## src/rtl/spi_mem_responder.sv

```systemverilog
// Mode-0 SPI serial-memory responder (23LC-style READ 0x03 / WRITE 0x02) backed by a byte array.
// Optional FAST READ (0x0B, 8 dummy clocks) is enabled by defining SPI_MEM_FAST_READ_EN.
module spi_mem_responder #(
   parameter int ADDR_W = 24,
   parameter int DEPTH  = 256
) (
   input  logic clk,
   input  logic rst,
   input  logic spi_sclk,
   input  logic spi_cs_n,
   input  logic spi_mosi,
   output logic spi_miso,
   output logic spi_miso_oe,
   output logic busy
);
   localparam int IDX_W = $clog2(DEPTH);
   localparam int CNT_W = $clog2(ADDR_W + 1);
   localparam logic [CNT_W-1:0] CNT_BYTE_LAST = CNT_W'(7);
   localparam logic [CNT_W-1:0] CNT_ADDR_LAST = CNT_W'(ADDR_W - 1);

   localparam logic [7:0] OP_READ  = 8'h03;
   localparam logic [7:0] OP_WRITE = 8'h02;
`ifdef SPI_MEM_FAST_READ_EN
   localparam logic [7:0] OP_FAST  = 8'h0B;
`endif

   localparam logic [2:0] ST_IDLE   = 3'd0;
   localparam logic [2:0] ST_CMD    = 3'd1;
   localparam logic [2:0] ST_ADDR   = 3'd2;
`ifdef SPI_MEM_FAST_READ_EN
   localparam logic [2:0] ST_DUMMY  = 3'd3;
`endif
   localparam logic [2:0] ST_RDATA  = 3'd4;
   localparam logic [2:0] ST_WDATA  = 3'd5;
   localparam logic [2:0] ST_IGNORE = 3'd6;

   logic              sclk_s1_q, sclk_s2_q, sclk_p_q;
   logic              cs_s1_q, cs_s2_q, cs_p_q;
   logic              mosi_s1_q, mosi_s2_q;
   logic [1:0]        sync_ok_q;
   logic              armed_q, armed_d;
   logic [2:0]        state_q, state_d;
   logic [CNT_W-1:0]  cnt_q, cnt_d;
   logic [ADDR_W-1:0] addr_q, addr_d;
   logic [7:0]        op_q, op_d;
   logic [6:0]        sh_q, sh_d;
   logic [6:0]        tx_q, tx_d;
   logic              miso_q, miso_d;
   logic              oe_q, oe_d;
   logic              wr_en;
   logic [7:0]        mem_q [DEPTH];

   logic       sclk_rise, sclk_fall, cs_fall;
   logic [7:0] shift_in, rd_byte;

   function automatic logic opcode_known(input logic [7:0] op);
`ifdef SPI_MEM_FAST_READ_EN
      return (op == OP_READ) || (op == OP_WRITE) || (op == OP_FAST);
`else
      return (op == OP_READ) || (op == OP_WRITE);
`endif
   endfunction

   assign sclk_rise = sclk_s2_q & ~sclk_p_q;
   assign sclk_fall = ~sclk_s2_q & sclk_p_q;
   // A cs_n fall only counts once a genuine idle-high level has been seen since reset.
   assign cs_fall   = armed_q & cs_p_q & ~cs_s2_q;
   assign armed_d   = armed_q | (sync_ok_q[1] & cs_s2_q);
   assign shift_in  = {sh_q, mosi_s2_q};
   assign rd_byte   = mem_q[addr_q[IDX_W-1:0]];

   always_comb begin
      state_d = state_q;
      cnt_d   = cnt_q;
      addr_d  = addr_q;
      op_d    = op_q;
      sh_d    = sh_q;
      tx_d    = tx_q;
      miso_d  = miso_q;
      oe_d    = oe_q;
      wr_en   = 1'b0;
      if (cs_s2_q) begin
         state_d = ST_IDLE;
         cnt_d   = '0;
         oe_d    = 1'b0;
         miso_d  = 1'b0;
      end else begin
         case (state_q)
            ST_IDLE: begin
               if (cs_fall) begin
                  state_d = ST_CMD;
                  cnt_d   = '0;
                  if (sclk_rise) begin
                     sh_d  = shift_in[6:0];
                     cnt_d = CNT_W'(1);
                  end
               end
            end
            ST_CMD: begin
               if (sclk_rise) begin
                  sh_d  = shift_in[6:0];
                  cnt_d = cnt_q + CNT_W'(1);
                  if (cnt_q == CNT_BYTE_LAST) begin
                     cnt_d   = '0;
                     op_d    = shift_in;
                     state_d = opcode_known(shift_in) ? ST_ADDR : ST_IGNORE;
                  end
               end
            end
            ST_ADDR: begin
               if (sclk_rise) begin
                  addr_d = {addr_q[ADDR_W-2:0], mosi_s2_q};
                  cnt_d  = cnt_q + CNT_W'(1);
                  if (cnt_q == CNT_ADDR_LAST) begin
                     cnt_d = '0;
                     if (op_q == OP_WRITE)
                        state_d = ST_WDATA;
`ifdef SPI_MEM_FAST_READ_EN
                     else if (op_q == OP_FAST)
                        state_d = ST_DUMMY;
`endif
                     else
                        state_d = ST_RDATA;
                  end
               end
            end
`ifdef SPI_MEM_FAST_READ_EN
            ST_DUMMY: begin
               if (sclk_rise) begin
                  cnt_d = cnt_q + CNT_W'(1);
                  if (cnt_q == CNT_BYTE_LAST) begin
                     cnt_d   = '0;
                     state_d = ST_RDATA;
                  end
               end
            end
`endif
            ST_RDATA: begin
               // cnt_q==0 marks a byte boundary: fetch and present its MSB.
               if (sclk_fall) begin
                  oe_d = 1'b1;
                  if (cnt_q == '0) begin
                     tx_d   = rd_byte[6:0];
                     miso_d = rd_byte[7];
                     cnt_d  = CNT_W'(1);
                  end else begin
                     tx_d   = {tx_q[5:0], 1'b0};
                     miso_d = tx_q[6];
                     cnt_d  = cnt_q + CNT_W'(1);
                     if (cnt_q == CNT_BYTE_LAST) begin
                        cnt_d  = '0;
                        addr_d = addr_q + ADDR_W'(1);
                     end
                  end
               end
            end
            ST_WDATA: begin
               if (sclk_rise) begin
                  sh_d  = shift_in[6:0];
                  cnt_d = cnt_q + CNT_W'(1);
                  if (cnt_q == CNT_BYTE_LAST) begin
                     wr_en  = 1'b1;
                     cnt_d  = '0;
                     addr_d = addr_q + ADDR_W'(1);
                  end
               end
            end
            ST_IGNORE: ;
            default: state_d = ST_IDLE;
         endcase
      end
   end

   always_ff @(posedge clk) begin
      if (rst) begin
         sclk_s1_q <= 1'b0;
         sclk_s2_q <= 1'b0;
         sclk_p_q  <= 1'b0;
         cs_s1_q   <= 1'b1;
         cs_s2_q   <= 1'b1;
         cs_p_q    <= 1'b1;
         sync_ok_q <= 2'b00;
         armed_q   <= 1'b0;
         state_q   <= ST_IDLE;
         cnt_q     <= '0;
         addr_q    <= '0;
         miso_q    <= 1'b0;
         oe_q      <= 1'b0;
      end else begin
         sclk_s1_q <= spi_sclk;
         sclk_s2_q <= sclk_s1_q;
         sclk_p_q  <= sclk_s2_q;
         cs_s1_q   <= spi_cs_n;
         cs_s2_q   <= cs_s1_q;
         cs_p_q    <= cs_s2_q;
         sync_ok_q <= {sync_ok_q[0], 1'b1};
         armed_q   <= armed_d;
         state_q   <= state_d;
         cnt_q     <= cnt_d;
         addr_q    <= addr_d;
         miso_q    <= miso_d;
         oe_q      <= oe_d;
      end
   end

   always_ff @(posedge clk) begin
      mosi_s1_q <= spi_mosi;
      mosi_s2_q <= mosi_s1_q;
      op_q      <= op_d;
      sh_q      <= sh_d;
      tx_q      <= tx_d;
   end

   always_ff @(posedge clk) begin
      if (wr_en && !rst)
         mem_q[addr_q[IDX_W-1:0]] <= shift_in;
   end

   assign spi_miso    = miso_q;
   assign spi_miso_oe = oe_q;
   assign busy        = ~cs_s2_q;
endmodule

```

## config.mk

```make
export PLATFORM = sky130hd
export DESIGN_NAME = spi_mem_responder
export DESIGN_NICKNAME = d
export VERILOG_FILES = /design/src/rtl/spi_mem_responder.sv
export SDC_FILE = /design/constraint.sdc
export NUM_CORES = 2
export LEC_CHECK = 0
export BUFFER_PORTS_ARGS = -buffer_cell sky130_fd_sc_hd__buf_2
export CORE_MARGIN = 10
export CORE_UTILIZATION = 25
export CTS_BUF_LIST = sky130_fd_sc_hd__clkbuf_2 sky130_fd_sc_hd__clkbuf_4 sky130_fd_sc_hd__clkbuf_8
export CTS_CLUSTER_DIAMETER = 80
export DETAILED_ROUTE_END_ITERATION = 8
export PLACE_DENSITY_LB_ADDON = 0.25
export SETUP_SLACK_MARGIN = 0.1
export SYNTH_ARGS = -nofsm -noshare
export SYNTH_HDL_FRONTEND = slang
export SYNTH_SLANG_ARGS = --single-unit
```

## constraint.sdc

```tcl
create_clock -name clk -period 6 [get_ports clk]
set_input_delay 0.9 -clock clk [delete_from_list [all_inputs] [get_ports clk]]
set_output_delay 0.9 -clock clk [all_outputs]
set_load 0.01 [all_outputs]
```

==> results.yml <==
synthesis:
  yosysMostFrequentCell: "edfxtp_1"
  yosysWarnings: 0
  synth_top_area_cell: "edfxtp_1"
  synth-edff-count: 2070
  synthArstFlopShare_pct: 0
  synth.net_count: 3872
  syn_avg_cell_area_sq_um: 21.2
  netlist_instances: 3861
  ys_ff_latch: 2107
  synth_top_area_share_pct: 75.8
  synth.area.top_cells: "edfxtp_1 76%, mux4_2 14%, mux2i_1 1.7%"
  synth-seq-area-share_pct: 76.7
  synth.cell_area_sq_um: 82000
  yosysUniqueCellTypes: 67
  ys_top_cells_by_count: "2070 x edfxtp_1, 523 x mux4_2, 309 x nor2_1"
  synthFlopType: "edfxtp_1"
grt:
  gr-total-overflow: 0
  grt_pass1_vias: 42370
  antenna_found_initial: 8
  grt_use_total_pct: 13.1
  grt_pass1_wl_mm: 333
  grt_max_degree: 178
placement:
  place_inst: 8198
  place_ws_ns: 1.49
  port_buffers: 7
  placed_cell_area_sq_um: 88200
  dp.final_hpwl_mm: 140
  gp_congestion: 0.774
timing:
  hold-worst-slack_ns: 0.240
  tns_ns: 0
  finalHoldViolCount: 0
  clock.fmax_mhz: 239
  worst_slew_pin_slew_ns: 1.27
  finalMaxSlewViolations: 0
  fin_crit_ns: 4.19
  fin_crit_sh_pct: 69.8
  max_slew_margin_pct: 15.0
  fin_ws_ns: 1.81
  skew_ns: 0.0638
  rsz0062_at_grt: "no"
  setup_viol: 0
drt:
  drc: 0
  num_vias: 40686
  routed_wl_mm: 235
  antenna_left: 0
  first_pass_iters: 5
  wl_per_cell_um: 26.6
  vias_per_cell: 4.60
  drtIter0Drc: 3777
worst_setup_path:
  cpMaxStageDelayCell: "nor2_1"
  cpMostUsedCell: "nand3_1"
  cp-start-kind: "flip-flop"
  cp_top_family: "simple AND/OR/NAND/NOR gates"
  crit_chain: "ha_1 > nand3_1 > nor2_1 > nand3_1 > nor3_1 > nand3_1 > nor2_1"
  crit_type: "reg2reg"
  path_max_fanout: 16
  path_buf_inv: 0
  required_ns: 6.66
  crit_path_end_kind: "flip-flop"
  max_stage_delay_ns: 0.96
  arrival_ns: 4.85
layout:
  layoutNonFillerInstCount: 8843
  final_util_pct: 29.1
  fin_nets: 4239
  drive_above_1_share_pct: 29.4
  synthToLayoutAreaGrowth_pct: 15.9
  final_area_sq_um: 95100
  fill_cells: 32024
clock_tree:
  cts_sinks: 2107
  clk_path_buf_depth: 4
  numCtsBuffers: 371
  cts_tree: "done"
  cts_resized: 0
  cts-root-buf: "clkbuf_8"
  h-tree-depth: 5
  path_clk_slew_ns: 0.06
  clkLatencyLatePin_ns: 1.06
flow_run:
  cap_violations: 0
die:
  die_y_um: 593
  die_area_sq_um: 351000
  ios: 8
  start_util_pct: 25.1
  die_w_um: 593
  rows: 210
  core_sq_um: 327000
power_and_ir_drop:
  vdd_drop_max_v: 0.000239
  power.leakage_nw: 28.0
  power_mw: 28.7
  pwr_density_cell_nw_per_um2: 302
hold_path:
  hp-class: "in2reg"
outcome:
  status: "finished clean"
==> kinds of logic after synthesis <==
kind of cell             Yosys count  synth area share (%)
buffers and inverters            241                  1.65
AND/OR/NAND/NOR                  525                  2.70
AO/OA/AOI/OAI                    302                  2.54
flip-flops                      2107                  76.7
multiplexers                     680                  16.4
adder cells (fa/ha/maj)            6                0.0915
==> layout make-up <==
cell class | instances | area [sq um] | area share [%]
clock inverter | 153 | 882 | 0.928
tap | 4346 | 5440 | 5.72
inverter | 16 | 67.6 | 0.0710
sequential | 2107 | 62900 | 66.2
antenna | 2 | 5.00 | 0.00526
multi-input combinational | 1513 | 17800 | 18.7
timing repair buffer | 219 | 1950 | 2.05
clock buffer | 487 | 6030 | 6.34
==> cells in the final DEF (no fill, tap or decap), types with 8 or more instances in the layout <==
cell and count:
clkbuf_8 380, clkinvlp_4 8, clkinv_2 38, a22oi_1 15
buf_12 25, nand3_1 29, o22ai_1 43, nor2b_1 15
o21ai_0 50, nor2_1 309, o211ai_1 8, a21oi_1 51
clkbuf_4 107, clkinv_1 95, edfxtp_1 2070, a31oi_1 11
a211oi_1 10, mux2_2 14, bufinv_16 8, or3_1 9
nand2_1 104, mux2i_1 140, buf_4 184, mux4_2 523
dfxtp_1 30, nor3_1 17, inv_1 12, a221oi_1 14
o221ai_1 40, nand2b_1 8
==> flip-flops by register name, indices dropped and copies added, names as in the netlist, named ones only <==
signal / cells
mosi_s1_q: 1
sclk_s1_q: 1
sclk_p_q: 1
sh_q: 7
addr_q: 8
mem_q: 2048
cs_p_q: 1
sync_ok_q: 2
tx_q: 7
op_q: 8
sclk_s2_q: 1
armed_q: 1
spi_miso: 1
cnt_q: 5
cs_s1_q: 1
mosi_s2_q: 1
cs_s2_q: 1
state_q: 3
spi_miso_oe: 1
==> power by group <==
group          leakage, nW  switching (mW)  total [mW]  internal [mW]
sequential            18.9         0.00470        15.9           15.9
combinational         5.46          0.0376      0.0449        0.00734
clock                 3.65            5.84        12.7           6.86
total                 28.0            5.88        28.7           22.8
==> layer usage <==
metal	part of all wire, %	wire length (um)	vias to the layer above	GRT usage, %
li1	-	-	16927	-
met1	45	105000	22130	18.2
met2	47	110000	1244	20.6
met3	5.6	13100	383	2.60
met4	2.9	6760	2	4.03
met5	0.0085	20	-	0
==> worst min-delay path, cell delays in order <==
cell	delay, ns
buf_2	0.10
buf_4	0.20
inv_1	0.07
==> final timing paths <==
kind	to	depth (start not counted)	slack, ns	from
worst max-delay path	mem_q[246][3]	7	1.81	cnt_q[0]
worst min-delay path	sync_ok_q[0]	3	0.24	rst
worst max register to register	mem_q[246][3]	7	1.81	cnt_q[0]
worst min register to register	mosi_s2_q	0	0.35	mosi_s1_q
==> repair_timing <==
action / 4_1_cts / 5_1_grt
hold buffers: 3 / 0
hold endpoints to repair: 3 / 0
setup buffers: 0 / 0
Note: power is estimated with default switching activity, not from simulation.
